### config.mk
export PLATFORM = sky130hd
export DESIGN_NAME = collide_scanner_flat
export DESIGN_NICKNAME = d
export VERILOG_FILES = /design/src/rtl/collide_scanner_if.sv /design/src/rtl/collide_scanner.sv /design/src/flat_wrapper.sv
export SDC_FILE = /design/constraint.sdc
export NUM_CORES = 1
export LEC_CHECK = 0
export ABC_AREA = 1
export ABC_CLOCK_PERIOD_IN_PS = 3160
export CORE_MARGIN = 8
export CORE_UTILIZATION = 50
export DETAILED_ROUTE_END_ITERATION = 12
export PLACE_DENSITY = 0.85
export RECOVER_POWER = 50
export SLEW_MARGIN = 0
export SYNTH_ARGS = -nofsm -noshare
export SYNTH_HDL_FRONTEND = slang
export SYNTH_SLANG_ARGS = --single-unit
### constraint.sdc
create_clock -name clk -period 3.16 [get_ports clk]
set_input_delay 0.632 -clock clk [delete_from_list [all_inputs] [get_ports clk]]
set_output_delay 0.632 -clock clk [all_outputs]
set_load 0.02 [all_outputs]
### src/rtl/collide_scanner_if.sv
// Signal bundle between the collide scanner, its object table, the overlap
// comparator and the game-logic FSM. slave = scanner side, master = environment.
interface collide_scanner_if #(
  parameter int N_OBJ = 8,
  parameter int IDX_W = 3,
  parameter int CW    = 9
);
  logic             start;
  logic [CW-1:0]    ply_x;
  logic [CW-1:0]    ply_y;
  logic [CW-1:0]    ply_w;
  logic [CW-1:0]    ply_h;

  logic [IDX_W-1:0] obj_addr;
  logic [CW-1:0]    obj_x;
  logic [CW-1:0]    obj_y;
  logic [CW-1:0]    obj_w;
  logic [CW-1:0]    obj_h;
  logic             obj_alive;

  logic             cmp_en;
  logic [CW-1:0]    cmp_x1;
  logic [CW-1:0]    cmp_y1;
  logic [CW-1:0]    cmp_w1;
  logic [CW-1:0]    cmp_h1;
  logic [CW-1:0]    cmp_x2;
  logic [CW-1:0]    cmp_y2;
  logic [CW-1:0]    cmp_w2;
  logic [CW-1:0]    cmp_h2;
  logic             cmp_hit;

  logic             busy;
  logic             done;
  logic [N_OBJ-1:0] hit_mask;
  logic             any_hit;
  logic [IDX_W-1:0] first_hit;

  modport slave (
    input  start, ply_x, ply_y, ply_w, ply_h,
    input  obj_x, obj_y, obj_w, obj_h, obj_alive,
    input  cmp_hit,
    output obj_addr,
    output cmp_en, cmp_x1, cmp_y1, cmp_w1, cmp_h1, cmp_x2, cmp_y2, cmp_w2, cmp_h2,
    output busy, done, hit_mask, any_hit, first_hit
  );

  modport master (
    output start, ply_x, ply_y, ply_w, ply_h,
    output obj_x, obj_y, obj_w, obj_h, obj_alive,
    output cmp_hit,
    input  obj_addr,
    input  cmp_en, cmp_x1, cmp_y1, cmp_w1, cmp_h1, cmp_x2, cmp_y2, cmp_w2, cmp_h2,
    input  busy, done, hit_mask, any_hit, first_hit
  );
endinterface

### src/rtl/collide_scanner.sv
// Per-frame scan of the object table against the latched player box through an
// external overlap comparator; publishes hit mask, any-hit and first-hit index.
//
// state   | meaning
// IDLE    | waiting for start; results held
// FETCH   | obj_addr = idx, table read in flight
// COMPARE | table data valid, comparator driven, hit bit sampled
// DONE    | results published, done pulse
module collide_scanner #(
  parameter int N_OBJ = 8,
  parameter int IDX_W = 3,
  parameter int CW    = 9
) (
  input  logic              clk,
  input  logic              rst_n,
  collide_scanner_if.slave  bus
);

  typedef enum logic [1:0] {IDLE, FETCH, COMPARE, DONE} state_t;

  localparam logic [IDX_W-1:0] LAST = IDX_W'(N_OBJ - 1);

  state_t           state, state_nxt;
  logic [IDX_W-1:0] idx, idx_nxt;
  logic [N_OBJ-1:0] scratch, scratch_nxt;

  logic [CW-1:0]    px, py, pw, ph;
  logic [CW-1:0]    hx1, hy1, hw1, hh1;
  logic [CW-1:0]    hx2, hy2, hw2, hh2;

  logic [N_OBJ-1:0] hit_mask_q;
  logic             any_hit_q;
  logic [IDX_W-1:0] first_hit_q;
  logic [IDX_W-1:0] first_nxt;

  logic             in_cmp;
  logic             last_slot;

  assign in_cmp    = (state == COMPARE);
  assign last_slot = (idx == LAST);

  always_ff @(posedge clk or negedge rst_n) begin
    if (!rst_n) state <= IDLE;
    else        state <= state_nxt;
  end

  always_comb begin
    state_nxt   = state;
    idx_nxt     = idx;
    scratch_nxt = scratch;
    case (state)
      IDLE: begin
        if (bus.start) begin
          idx_nxt     = '0;
          scratch_nxt = '0;
          state_nxt   = FETCH;
        end
      end
      FETCH: state_nxt = COMPARE;
      COMPARE: begin
        scratch_nxt[idx] = bus.cmp_hit & bus.obj_alive;
        if (last_slot) begin
          state_nxt = DONE;
        end else begin
          idx_nxt   = idx + 1'b1;
          state_nxt = FETCH;
        end
      end
      DONE:    state_nxt = IDLE;
      default: state_nxt = IDLE;
    endcase
  end

  // lowest set bit of the mask being published wins
  always_comb begin
    first_nxt = '0;
    for (int i = N_OBJ - 1; i >= 0; i--) begin
      if (scratch_nxt[i]) first_nxt = IDX_W'(i);
    end
  end

  always_ff @(posedge clk or negedge rst_n) begin
    if (!rst_n) begin
      idx     <= '0;
      scratch <= '0;
      px      <= '0;
      py      <= '0;
      pw      <= '0;
      ph      <= '0;
    end else begin
      idx     <= idx_nxt;
      scratch <= scratch_nxt;
      if (state == IDLE && bus.start) begin
        px <= bus.ply_x;
        py <= bus.ply_y;
        pw <= bus.ply_w;
        ph <= bus.ply_h;
      end
    end
  end

  // last driven comparator boxes, so cmp_* hold between COMPARE cycles
  always_ff @(posedge clk or negedge rst_n) begin
    if (!rst_n) begin
      hx1 <= '0;
      hy1 <= '0;
      hw1 <= '0;
      hh1 <= '0;
      hx2 <= '0;
      hy2 <= '0;
      hw2 <= '0;
      hh2 <= '0;
    end else if (in_cmp) begin
      hx1 <= px;
      hy1 <= py;
      hw1 <= pw;
      hh1 <= ph;
      hx2 <= bus.obj_x;
      hy2 <= bus.obj_y;
      hw2 <= bus.obj_w;
      hh2 <= bus.obj_h;
    end
  end

  always_ff @(posedge clk or negedge rst_n) begin
    if (!rst_n) begin
      hit_mask_q  <= '0;
      any_hit_q   <= 1'b0;
      first_hit_q <= '0;
    end else if (in_cmp && last_slot) begin
      hit_mask_q  <= scratch_nxt;
      any_hit_q   <= |scratch_nxt;
      first_hit_q <= first_nxt;
    end
  end

  assign bus.obj_addr  = idx;
  assign bus.cmp_en    = in_cmp & bus.obj_alive;
  assign bus.cmp_x1    = in_cmp ? px        : hx1;
  assign bus.cmp_y1    = in_cmp ? py        : hy1;
  assign bus.cmp_w1    = in_cmp ? pw        : hw1;
  assign bus.cmp_h1    = in_cmp ? ph        : hh1;
  assign bus.cmp_x2    = in_cmp ? bus.obj_x : hx2;
  assign bus.cmp_y2    = in_cmp ? bus.obj_y : hy2;
  assign bus.cmp_w2    = in_cmp ? bus.obj_w : hw2;
  assign bus.cmp_h2    = in_cmp ? bus.obj_h : hh2;

  assign bus.busy      = (state != IDLE);
  assign bus.done      = (state == DONE);
  assign bus.hit_mask  = hit_mask_q;
  assign bus.any_hit   = any_hit_q;
  assign bus.first_hit = first_hit_q;

endmodule
### src/flat_wrapper.sv
// flat-port wrapper written by rule: the top's interface ports become plain ports
module collide_scanner_flat 
#(
  parameter int N_OBJ = 8,
  parameter int IDX_W = 3,
  parameter int CW    = 9
)
  (clk, rst_n, bus_start, bus_ply_x, bus_ply_y, bus_ply_w, bus_ply_h, bus_obj_x, bus_obj_y, bus_obj_w, bus_obj_h, bus_obj_alive, bus_cmp_hit, bus_obj_addr, bus_cmp_en, bus_cmp_x1, bus_cmp_y1, bus_cmp_w1, bus_cmp_h1, bus_cmp_x2, bus_cmp_y2, bus_cmp_w2, bus_cmp_h2, bus_busy, bus_done, bus_hit_mask, bus_any_hit, bus_first_hit);
  collide_scanner_if #(.N_OBJ(N_OBJ), .IDX_W(IDX_W), .CW(CW)) bus_i ();
  input  logic clk;
  input  logic rst_n;
  input wire logic [$bits(bus_i.start)-1:0] bus_start;
  input wire logic [$bits(bus_i.ply_x)-1:0] bus_ply_x;
  input wire logic [$bits(bus_i.ply_y)-1:0] bus_ply_y;
  input wire logic [$bits(bus_i.ply_w)-1:0] bus_ply_w;
  input wire logic [$bits(bus_i.ply_h)-1:0] bus_ply_h;
  input wire logic [$bits(bus_i.obj_x)-1:0] bus_obj_x;
  input wire logic [$bits(bus_i.obj_y)-1:0] bus_obj_y;
  input wire logic [$bits(bus_i.obj_w)-1:0] bus_obj_w;
  input wire logic [$bits(bus_i.obj_h)-1:0] bus_obj_h;
  input wire logic [$bits(bus_i.obj_alive)-1:0] bus_obj_alive;
  input wire logic [$bits(bus_i.cmp_hit)-1:0] bus_cmp_hit;
  output wire logic [$bits(bus_i.obj_addr)-1:0] bus_obj_addr;
  output wire logic [$bits(bus_i.cmp_en)-1:0] bus_cmp_en;
  output wire logic [$bits(bus_i.cmp_x1)-1:0] bus_cmp_x1;
  output wire logic [$bits(bus_i.cmp_y1)-1:0] bus_cmp_y1;
  output wire logic [$bits(bus_i.cmp_w1)-1:0] bus_cmp_w1;
  output wire logic [$bits(bus_i.cmp_h1)-1:0] bus_cmp_h1;
  output wire logic [$bits(bus_i.cmp_x2)-1:0] bus_cmp_x2;
  output wire logic [$bits(bus_i.cmp_y2)-1:0] bus_cmp_y2;
  output wire logic [$bits(bus_i.cmp_w2)-1:0] bus_cmp_w2;
  output wire logic [$bits(bus_i.cmp_h2)-1:0] bus_cmp_h2;
  output wire logic [$bits(bus_i.busy)-1:0] bus_busy;
  output wire logic [$bits(bus_i.done)-1:0] bus_done;
  output wire logic [$bits(bus_i.hit_mask)-1:0] bus_hit_mask;
  output wire logic [$bits(bus_i.any_hit)-1:0] bus_any_hit;
  output wire logic [$bits(bus_i.first_hit)-1:0] bus_first_hit;
  assign bus_i.start = bus_start;
  assign bus_i.ply_x = bus_ply_x;
  assign bus_i.ply_y = bus_ply_y;
  assign bus_i.ply_w = bus_ply_w;
  assign bus_i.ply_h = bus_ply_h;
  assign bus_i.obj_x = bus_obj_x;
  assign bus_i.obj_y = bus_obj_y;
  assign bus_i.obj_w = bus_obj_w;
  assign bus_i.obj_h = bus_obj_h;
  assign bus_i.obj_alive = bus_obj_alive;
  assign bus_i.cmp_hit = bus_cmp_hit;
  assign bus_obj_addr = bus_i.obj_addr;
  assign bus_cmp_en = bus_i.cmp_en;
  assign bus_cmp_x1 = bus_i.cmp_x1;
  assign bus_cmp_y1 = bus_i.cmp_y1;
  assign bus_cmp_w1 = bus_i.cmp_w1;
  assign bus_cmp_h1 = bus_i.cmp_h1;
  assign bus_cmp_x2 = bus_i.cmp_x2;
  assign bus_cmp_y2 = bus_i.cmp_y2;
  assign bus_cmp_w2 = bus_i.cmp_w2;
  assign bus_cmp_h2 = bus_i.cmp_h2;
  assign bus_busy = bus_i.busy;
  assign bus_done = bus_i.done;
  assign bus_hit_mask = bus_i.hit_mask;
  assign bus_any_hit = bus_i.any_hit;
  assign bus_first_hit = bus_i.first_hit;
  collide_scanner #(.N_OBJ(N_OBJ), .IDX_W(IDX_W), .CW(CW)) u_core (.clk(clk), .rst_n(rst_n), .bus(bus_i));
endmodule
After elaboration in Yosys (flattened, before gate mapping)

Cells that the tools add are included.

Output and inout port bits: 90
Flip-flop bits (word level): 133
Input bits: 77

Bitwise operators: 2
Reduce and logical (&&, ||, !) cells: 8
$lt $le $gt $ge: 2
Mux-type cells: 27
Eq/ne operators: 6
Add/subtract/negate cells: 1

Operator list:

| kind                  | number |
|---|---|
| $mux W9               | 8 |
| $mux W3               | 10 |
| $pmux W8 S2           | 1 |
| $bwmux W8             | 1 |
| $mux W8               | 1 |
| $pmux W2 S4           | 1 |
| $reduce_or A8 Y1      | 1 |
| $pmux W3 S2           | 1 |
| $eq A2 B2 Y1 const B  | 2 |
| $lt A3 B4 Y1 const B  | 1 |
| $mux W2               | 2 |
| $ne A2 B2 Y1 const B  | 2 |
| $reduce_bool A2 Y1    | 2 |
| $add A3 B1 Y3 const B | 1 |
| $demux W1 S3          | 1 |
| $eq A3 B3 Y1 const B  | 1 |
| $ge A3 B1 Y1 const B  | 1 |
| $logic_and A1 B1 Y1   | 3 |
| $reduce_and A3 Y1     | 1 |
| $and A1 B1 Y1         | 2 |
| $eq A2 B1 Y1 const B  | 1 |
| $logic_not A2 Y1      | 1 |
| $mux W1               | 1 |

Longest topological paths before layout

Word-level depth: 14
Depth in mapped cells: 13
Gate-level depth less buffers: 13

Least setup slack after synthesis

Ideal clock, no wire load.

Path kind: reg2out
From: register u_core.state[1]
To: output bus_cmp_en
Setup slack: 1.175 ns
Path buffers: 3
Arrival time: 1.353 ns
Cell stages (with the launch flop): 8
Required time: 2.528 ns
Cells stage by stage: dfrtp_1 -> inv_2 -> nor2_4 -> buf_6 -> inv_4 -> buf_2 -> buf_2 -> nor2_1

Word-level cells in the longest chain between the ends: 2

RTL lines:

| item                   | RTL line               | source |
|---|---|---|
| start, declared        | collide_scanner.sv:23  | `state_t state, state_nxt;` |
| start signal, assigned | collide_scanner.sv:44  | `else state <= state_nxt;` |
| $eq A2 B2 Y1           | collide_scanner.sv:39  | `assign in_cmp = (state == COMPARE);` |
| $and A1 B1 Y1          | collide_scanner.sv:138 | `assign bus.cmp_en = in_cmp & bus.obj_alive;` |
| end, declared          | flat_wrapper.sv:24     | `output wire logic [$bits(bus_i.cmp_en)-1:0] bus_cmp_en;` |

No other way between the ends.

Worst setup path after layout

From: register u_core.state[0]
To: output bus_cmp_en

The elaborated chain is that of the path after synthesis.

==> impl_metrics.csv <==
group,metric,value,unit
timing,tightest_slew,2.65,ns
finish,register_area,0.00333,mm2
job,drv_cap,1,
power_and_ir_drop,ir_worst_vdd,0.707,mV
detailed_routing,wl_met3,859,um
critical_path,reg2reg_slack,1.08,ns
timing,relSlewSlack,-76.8,%
synth,synth_top_family_by_area,"simple AND/OR/NAND/NOR gates",
synth,ys_types,22,
floorplanning,die_y,119,um
clock_network,path_clk_slew,0.06,ns
detailed_routing,drtAntennaViolNets,0,
timing,timing.fmax,0.334,GHz
floorplanning,ioPinCount,167,
finish,multi_input_area,0.00173,mm2
timing,fin_worst_skew,0.0163,ns
detailed_routing,wl_per_cell,16.9,um
hold_path,hold_class,"flop to flop",
synth,synthSimpleGateAreaFrac,22.1,%
critical_path,cp_data_required_time,2.53,ns
synth,async_flop_share,100,%
clock_network,clock_sinks,133,
run_status,outcome,"complete, but fails checks",
detailed_routing,wl_met1,5610,um
detailed_routing,routed.top_layer,"met4",
global_route,grt_pass1_vias,4508,
synth,synthFlopType,"dfrtp_1",
floorplanning,coreArea,0.0103,mm2
hold_path,holdPathEnd,"u_core.hx1[2]$_DFF_PN0_",
clock_network,insertion_delay,0.54,ns
synth,synth_top_area_share,63.0,%
global_route,grt_usage,21.0,%
finish,fin_nets,790,
synth,ys_seq_area_share,63.0,%
synth,ys_warn_count,0,
placement,dp_hpwl,10000,um
synth,netlist_area,0.00529,mm2
clock_network,cts_htree_levels,4,
power_and_ir_drop,finalPower,8.20,mW
power_and_ir_drop,p_leak,3.75,nW
synth,synth_compound_area_share,2.70,%
placement,portBuffers,166,
hold_path,min_from,"u_core.hx1[2]$_DFF_PN0_",
synth,ys_seq_elements,133,
detailed_routing,avgViaCountPerCell,4.99,
finish,antenna_cells,0,
critical_path,startpoint_type,"flop",
synth,synth_nets,617,
finish,layout-drive-gt1-share,11.6,%
placement,pre_cts_ws,0.527,ns
detailed_routing,met2_length,7690,um
critical_path,arrival,2.37,ns
hold_path,hold_path_depth,2,
synth,synthCells,538,
timing,setup_ws,0.162,ns
clock_network,cts_tree,"done",
global_route,grt_pass1_wl,23300,um
critical_path,path_cells,"nor2_4 > inv_8 > buf_4 > nor2_1 > clkdlybuf4s50_1",
critical_path,cp_max_fo,40,
synth,yosysMostFrequentCell,"nand2_1",
timing,setup_viol,0,
synth,synth-adder-area-share,0.473,%
clock_network,cts_setup_buffers,0,
critical_path,crit_type,"flop to primary output",
synth,synth.avg_cell_area,9.82,um2
critical_path,slowest_delay,0.61,ns
timing,slew_viol_final,51,
detailed_routing,num_vias,4293,
detailed_routing,route.detailed.drc,0,
detailed_routing,drt-initial-drc-count,248,
synth,synthTopCellsByArea,"dfrtp_1 (63%), nand2_1 (19%), mux2_2 (7.7%), inv_1 (1.8%), buf_2 (1.7%)",
critical_path,cpMaxStageDelayCell,"clkdlybuf4s50_1",
critical_path,cp-end-kind,"primary output",
timing,fin_crit,3.00,ns
finish,fillerInstances,720,
clock_network,cts_buffers,17,
clock_network,cts_root_buf,"clkbuf_8",
floorplanning,fp.dieArea,0.0141,mm2
critical_path,r2r_end,"u_core.bus.first_hit[0]$_DFFE_PN0P_",
power_and_ir_drop,powerDensity,1060,mW/mm2
detailed_routing,wl,14600,um
timing,finalHoldViolCount,0,
global_route,grt_max_degree,66,
floorplanning,die_w,119,um
detailed_routing,first_pass_iters,4,
timing,timing.final.crit_share,94.9,%
critical_path,reg2reg_depth,13,
placement,place_congestion,0.825,
synth,synth_commonest_cells,"nand2_1 (266), dfrtp_1 (133), mux2_2 (36)",
floorplanning,initial_utilization,51.4,%
synth,synth_xor_area_share,0,%
timing,holdWs,0.467,ns
clock_network,clock_path_buffers,2,
timing,timing.setup.tns,0,ns
floorplanning,placement_rows,37,
run_status,violations,"max-capacitance violations, max-slew violations",
synth,synth_enable_flop_cells,0,
finish,area_growth,45.7,%
global_route,gr-total-overflow,0,
synth,synth_area_leader_cell,"dfrtp_1",
global_route,antenna_found_initial,0,
timing,rsz0062_at_grt,"no",
critical_path,r2r_start,"u_core.state[0]$_DFFE_PN0P_",
synth,synth_mux_area_share,7.67,%
critical path, delay by kind of cell (launching register included):
| family | cells | cell delay [ns] |
|---|---|---|
| buffers and inverters | 3 | 0.98 |
| flip-flops | 1 | 0.44 |
| AND/OR/NAND/NOR | 2 | 0.40 |
report_power, final:
| part | total, mW | internal, mW | leakage [nW] | switching [mW] |
|---|---|---|---|---|
| combinational | 3.49 | 1.57 | 1.85 | 1.92 |
| clock | 1.96 | 1.26 | 0.296 | 0.702 |
| sequential | 2.74 | 2.44 | 1.60 | 0.309 |
area by class of cell:
class | instances | share of cell area (%)
Clock buffer | 23 | 6.06
Multi-Input combinational cell | 356 | 22.5
Clock inverter | 9 | 1.61
Timing Repair Buffer | 175 | 22.9
Tap cell | 136 | 2.21
Sequential cell | 133 | 43.2
Inverter | 28 | 1.46
layout by cell type (no fill, tap or decap), types with 3 or more instances in the layout:
cell type,Yosys,final
nand2_1,266,266
clkdlybuf4s50_1,0,165
dfrtp_1,133,133
mux2_2,36,36
inv_1,26,26
nand3_1,16,17
clkbuf_16,0,17
o21ai_0,11,12
nor2_1,6,6
clkinv_2,0,5
clkbuf_8,0,4
clkbuf_1,2,4
buf_4,0,4
nor2_4,3,3
o211ai_1,3,3
a21oi_1,3,3
bufinv_16,0,3
state kept, by name, indices dropped and copies added (netlist names):
register	flops
u_core.bus.obj_addr	3
u_core.scratch	8
u_core.hw1	9
u_core.state	2
u_core.hh2	9
u_core.bus.hit_mask	8
u_core.hy2	9
u_core.hy1	9
u_core.bus.first_hit	3
u_core.hx2	9
u_core.px	9
u_core.hh1	9
u_core.ph	9
u_core.hw2	9
u_core.pw	9
u_core.py	9
u_core.bus.any_hit	1
u_core.hx1	9
through the flow:
| stage | instance area, um2 | cells | utilization (%) |
|---|---|---|---|
| after floorplan | 5290 | 538 | - |
| after global placement | 7090 | 827 | 69.0 |
| after detailed placement | 7090 | 827 | 69.0 |
| after CTS | 7680 | 859 | 74.8 |
| after global routing | 7700 | 860 | 74.9 |
| final | 7700 | 860 | 74.9 |
how the worst max path moves through the flow:
stage | startpoint | cells past startpoint | endpoint
finish | u_core.state[0]$_DFFE_PN0P_ | 5 | bus_cmp_en
global route | u_core.state[0]$_DFFE_PN0P_ | 5 | bus_cmp_en
CTS | u_core.state[1]$_DFFE_PN0P_ | 7 | bus_cmp_y2[5]
detailed placement | u_core.state[1]$_DFFE_PN0P_ | 7 | bus_cmp_y2[5]
global placement | u_core.state[1]$_DFFE_PN0P_ | 7 | bus_cmp_y2[5]
floorplan | u_core.state[1]$_DFFE_PN0P_ | 7 | bus_cmp_en
routing by layer:
metal / global-route usage (%) / up-vias
li1: - / 2032
met1: 22.8 / 2072
met2: 36.4 / 159
met3: 6.19 / 30
met4: 11.6 / 0
met5: 0 / -
cell families (layout without fill, tap and decap cells):
logic type | count (synthesis) | in the layout
and+or+nand+nor | 295 | 295
DFF | 133 | 133
buffers and inverters | 49 | 235
muxes | 36 | 36
AOI/OAI and AO/OA | 23 | 23
adders and majority gates | 2 | 2
repair_timing:
action | CTS | global route
setup endpoints to repair | 23 | 19
gates resized for setup | 1 | 2
hold buffers | 0 | 0
cloned | 0 | 1
No activity file was read; power rests on OpenSTA's default activity.
==> patch 1 (same settings) <==
Reset style: synchronous (`rst_n`), changed in 4 clocked blocks.
--- a/src/rtl/collide_scanner.sv
+++ b/src/rtl/collide_scanner.sv
@@ -41,3 +41,3 @@
 
-  always_ff @(posedge clk or negedge rst_n) begin
+  always_ff @(posedge clk) begin
     if (!rst_n) state <= IDLE;
@@ -81,3 +81,3 @@
 
-  always_ff @(posedge clk or negedge rst_n) begin
+  always_ff @(posedge clk) begin
     if (!rst_n) begin
@@ -102,3 +102,3 @@
   // last driven comparator boxes, so cmp_* hold between COMPARE cycles
-  always_ff @(posedge clk or negedge rst_n) begin
+  always_ff @(posedge clk) begin
     if (!rst_n) begin
@@ -124,3 +124,3 @@
 
-  always_ff @(posedge clk or negedge rst_n) begin
+  always_ff @(posedge clk) begin
     if (!rst_n) begin
Check against the original RTL: differs if rst_n is asserted again (counterexample within 4 cycles, from zero or initial values and one cycle with rst_n low); with rst_n held inactive, the same outputs for 10 cycles.
==> patch 1 against the original RTL <==
Design area up 0.50%. Synthesized area up 1.4%. Routed wire length up 3.6%. Setup slack better by 0.0077 ns. Count of clock-buffer cells in the layout down 2. Sequential cell count unchanged. Critical path type unchanged. Largest cell class unchanged.
Power is not compared: it rests on default switching activity, and its combinational part moved more than twofold at a synthesized area within 25%.
==> patch 1: results <==
cts:
  clk_path_buf_depth: 2
  tritoncts.num_buffers: 17
  cts.clk_slew.worst_paths_ns: 0.06
  clk_latency_ns: 0.52
global_route:
  grt_first_pass_wirelength_mm: 24.0
  grt_pass1_vias: 4959
  grt_max_degree: 79
  grt_overall_usage_pct: 20.7
power_and_ir_drop:
  switchingPower_mw: 1.14
  leakagePower_nw: 3.71
drt:
  routed_via_density: 4.99
  drt-pass1-iter-count: 5
  detailroute.wirelength.met2_mm: 7.51
  routedWlPerCell_microns: 14.8
  routedLengthMet1_mm: 6.20
  finalWirelength_mm: 15.1
  highest_layer: "met4"
  detailedRoute.firstIterationViolations: 353
  met3_length_mm: 1.13
logic_synthesis:
  syn-mean-instance-area_sq_um: 7.49
  post_synth_num_cell_types: 32
  syn_nets: 795
  synth_seq_area_share_pct: 49.7
  synthTopCellsByCount: "sky130_fd_sc_hd__nor2_1 (159), sky130_fd_sc_hd__dfxtp_1 (133), sky130_fd_sc_hd__o21ai_0 (102)"
  yosys-top-cells-area: "sky130_fd_sc_hd__dfxtp_1 (50%), sky130_fd_sc_hd__nor2_1 (11%), sky130_fd_sc_hd__o21ai_0 (9.5%)"
  async_s_r_ff_share_synth_pct: 0
worst_hold_path:
  worstHoldStart: "u_core.py[6]"
critical_path:
  crit_path_max_fanout: 25
  worstSetupStartpoint: "u_core.state[0]"
  crit-reg2reg-capture: "u_core.pw[0]"
  crit_path_end: "bus_cmp_w2[8]"
  rrSetupSlack_ns: 0.63
  r2r.worst_path.cells: 6
place:
  dp.final_hpwl_mm: 10.0
  place.gp.congestion: 0.825
  dp.cells: 989
  dp_slack_ns: 0.443
cells_and_area:
  num_antenna_cells: 0
  layout-drive-gt1-share_pct: 8.29
  final_net_count: 947
sta:
  drv_slew: 0
  fin_crit_sh_pct: 94.6
  clock-skew-final_ns: 0.00673
  least_margin_pin_slew_ns: 1.24
status:
  run_status: "finished clean"
-- patch 1: logic make-up after synthesis --
logic type	count (synthesis)	share of synthesized area, %
and+or+nand+nor	293	25.1
adders and majority gates	2	0.467
buffers and inverters	146	10.6
DFF	133	49.7
AOI/OAI and AO/OA	142	14.2
-- patch 1: layout make-up --
class | instances | area [sq um]
clock buffer | 21 | 449
clock inverter | 11 | 174
fill | 831 | 2910
inverter | 105 | 402
multi-input combinational | 437 | 2130
sequential | 133 | 2660
tap | 140 | 175
timing repair buffer | 174 | 1750
-- patch 1: layer usage --
layer	global-route usage (%)	up-vias
met5	0	-
met4	9.91	0
met3	5.68	20
met2	36.0	203
met1	23.0	2363
li1	-	2513
-- patch 1: power by group through the flow --
stage | logic [mW] | registers [mW] | clock network, mW
global placement | 0.697 | 1.84 | 0
CTS | 0.723 | 1.81 | 2.08
floorplan | 0.381 | 1.83 | 0
detailed placement | 0.713 | 1.84 | 0
finish | 0.717 | 1.81 | 2.05
global route | 0.782 | 1.82 | 2.16
-- patch 1: what timing repair did --
action                                  in CTS  in global routing
pin swaps                                    0                  0
endpoints found under the setup margin      71                 67
gates resized for setup                      2                  5
-- patch 1: worst min path at each step --
| stage | cells after the start | slack (ns) | end |
|---|---|---|---|
| 6_report | 2 | 0.48 | u_core.py[6] |
| 5_1_grt | 2 | 0.51 | u_core.bus.first_hit[0] |
| 4_1_cts | 2 | 0.48 | u_core.pw[6] |
| 3_5_place_dp | 2 | 0.47 | u_core.pw[6] |
| 3_3_place_gp | 2 | 0.46 | u_core.px[7] |
| 2_1_floorplan | 2 | 0.45 | u_core.ph[3] |
-- patch 1: critical path, cell delays in order, from the launching register on --
cell and delay (ns):
sky130_fd_sc_hd__dfxtp_1 0.40, sky130_fd_sc_hd__inv_2 0.07, sky130_fd_sc_hd__nand2_4 0.10, sky130_fd_sc_hd__inv_6 0.09, sky130_fd_sc_hd__buf_12 0.17, sky130_fd_sc_hd__or2_2 0.29, sky130_fd_sc_hd__o21ai_0 0.11, sky130_fd_sc_hd__inv_1 0.06
sky130_fd_sc_hd__clkdlybuf4s50_1 0.54
-- patch 1: stage by stage --
stage	hold slack (ns)	cell area, sq um
after detailed placement	0.467	7120
after global routing	0.507	7740
final	0.480	7740
after global placement	0.456	7120
after CTS	0.480	7750
after floorplan	0.450	5360
==> patch 2 (same flow settings) <==
Made on the original files. `CW` is set to 9 in 3 places; all go to 8.
--- a/src/rtl/collide_scanner_if.sv
+++ b/src/rtl/collide_scanner_if.sv
@@ -5,3 +5,3 @@
   parameter int IDX_W = 3,
-  parameter int CW    = 9
+  parameter int CW    = 8
 );
--- a/src/rtl/collide_scanner.sv
+++ b/src/rtl/collide_scanner.sv
@@ -11,3 +11,3 @@
   parameter int IDX_W = 3,
-  parameter int CW    = 9
+  parameter int CW    = 8
 ) (
--- a/src/flat_wrapper.sv
+++ b/src/flat_wrapper.sv
@@ -5,3 +5,3 @@
   parameter int IDX_W = 3,
-  parameter int CW    = 9
+  parameter int CW    = 8
 )
Interface: changed (16 resized); port bits go from 167 to 151. The function was not compared with the original's and may differ.
==> patch 2 against the original RTL <==
The run still ends with max-capacitance violations, max-slew violations left. Maximum frequency fell by 1.2%. First-iteration DRC count rose by 2.8%. Clock skew fell by 0.0097 ns. Setup slack got worse by 0.035 ns. Non-clock buffer count fell by 17. Sequential share of layout area fell by 0.34 points. Sequential cell count fell by 12. Total power fell by 12%. Die area fell by 7.1%. Design area fell by 8.3%. Synthesized cell count rose by 4.3%. Synthesized area fell by 8.2%. Routed wire length fell by 10%.
==> patch 2: results <==
global_route:
  grt_first_pass_wirelength_mm: 21.6
  grt_pass1_vias: 4411
  grt_overall_usage_pct: 21.0
  grt_max_degree: 64
status:
  failed_checks: "max-capacitance violations, max-slew violations"
  run_status: "finished with violations"
logic_synthesis:
  synth_top_cell_area_share_pct: 62.4
  yosys-top-cells-area: "sky130_fd_sc_hd__dfrtp_1 (62%), sky130_fd_sc_hd__nand2_1 (26%), sky130_fd_sc_hd__inv_1 (1.3%)"
  synth_seq_area_share_pct: 62.4
  syn-mean-instance-area_sq_um: 8.65
  synthTopCellsByCount: "sky130_fd_sc_hd__nand2_1 (336), sky130_fd_sc_hd__dfrtp_1 (121), sky130_fd_sc_hd__inv_1 (17)"
  syn_nets: 632
  post_synth_num_cell_types: 28
sta:
  worst_slack_ns: 0.126
  drv_slew: 64
  clock-skew-final_ns: 0.00663
  least_margin_pin_slew_ns: 1.52
power_and_ir_drop:
  leakagePower_nw: 3.60
  worst_ir_drop_vdd_uv: 501
drt:
  detailedRoute.firstIterationViolations: 255
  routed_via_density: 4.84
  routedWlPerCell_microns: 15.2
  dr_total_vias: 4156
flow_run:
  max_cap_viol_count: 1
cts:
  clk_path_buf_depth: 2
critical_path:
  critical_path.max_stage_delay_ns: 0.62
  crit_path_end: "bus_cmp_x1[1]"
  crit_path_max_fanout: 57
  r2r.worst_path.cells: 8
  rrSetupSlack_ns: 1.13
  worstPathArrival_ns: 2.40
place:
  io_buffers: 150
  dp.final_hpwl_mm: 9.02
  dp_slack_ns: 0.486
cells_and_area:
  layout-drive-gt1-share_pct: 7.02
  filler_cell_count: 684
  final_net_count: 785
patch 2: cell types whose count changed after synthesis, sizes merged, moves of 2 or more:
| cell | unedited run | this run |
|---|---|---|
| o211ai | 4 | 0 |
| o21ai | 14 | 17 |
| or2 | 0 | 2 |
| mux2 | 36 | 0 |
| dfrtp | 133 | 121 |
| inv | 28 | 22 |
| nand2 | 268 | 340 |
| buf | 19 | 10 |
| clkbuf | 2 | 14 |
| nand3 | 18 | 13 |
patch 2: what timing repair did:
item	in CTS	in global routing
hold buffers	1	0
cloned	0	0
buffers inserted	0	0
resized for setup	1	4
pin swaps	0	0
setup endpoints to repair	22	33
hold endpoints to repair	12	0
patch 2: how the worst min path moves through the flow:
stage,end,from,cells past startpoint,slack (ns)
final,u_core.hh2[5],u_core.hh2[5],2,0.47
after floorplan,u_core.bus.any_hit,rst_n,0,0.34
after global placement,u_core.hx2[4],u_core.hx2[4],2,0.45
after global routing,u_core.hw1[4],u_core.hw1[4],2,0.48
after detailed placement,u_core.hy1[6],u_core.hy1[6],2,0.46
after CTS,u_core.hx2[1],u_core.hx2[1],2,0.47
patch 2: layout make-up:
type / instances / area, sq um / area share (%)
Tap cell: 133 / 166 / 2.36
Clock inverter: 9 / 123 / 1.74
Inverter: 23 / 88.8 / 1.26
Clock buffer: 22 / 453 / 6.42
Timing Repair Buffer: 158 / 1590 / 22.5
Sequential cell: 121 / 3030 / 42.9
Multi-Input combinational cell: 393 / 1620 / 22.9
patch 2: worst max-delay path: cells and delay by family (launching register included):
| family | cells | cell delay [ns] |
|---|---|---|
| buffers and inverters | 3 | 1.03 |
| DFF | 1 | 0.43 |
| and+or+nand+nor | 3 | 0.40 |
patch 2: kinds of logic (layout without fill, tap and decap cells):
group	Yosys count	after routing	share of synthesized area [%]
flip-flops	121	121	62.4
adder cells (fa/ha/maj)	2	2	0.516
buffers and inverters	47	212	4.18
AND/OR/NAND/NOR	367	367	30.0
AO/OA/AOI/OAI	24	24	2.89
patch 2: power by group:
group	total, mW	internal, mW	leakage, nW	switching [mW]
sequential	2.44	2.16	1.49	0.280
combinational	2.93	1.23	1.83	1.70
clock	1.88	1.23	0.284	0.648
patch 2: routing by layer:
layer	vias to the layer above	GRT usage [%]	routed length (microns)
met5	-	0	0
met3	28	5.22	786
met1	1950	23.2	5240
met2	158	36.8	6770
li1	2020	-	-
met4	0	10.6	291
patch 2: through the flow:
step                      instance area (sq um)  power (mW)  utilization, %
after detailed placement                   6490        5.41            67.7
after global routing                       7060        7.69            73.6
after global placement                     6490        5.30            67.7
final                                      7060        7.26            73.6
after floorplan                            4850        3.97               -
after CTS                                  7080        7.33            73.8
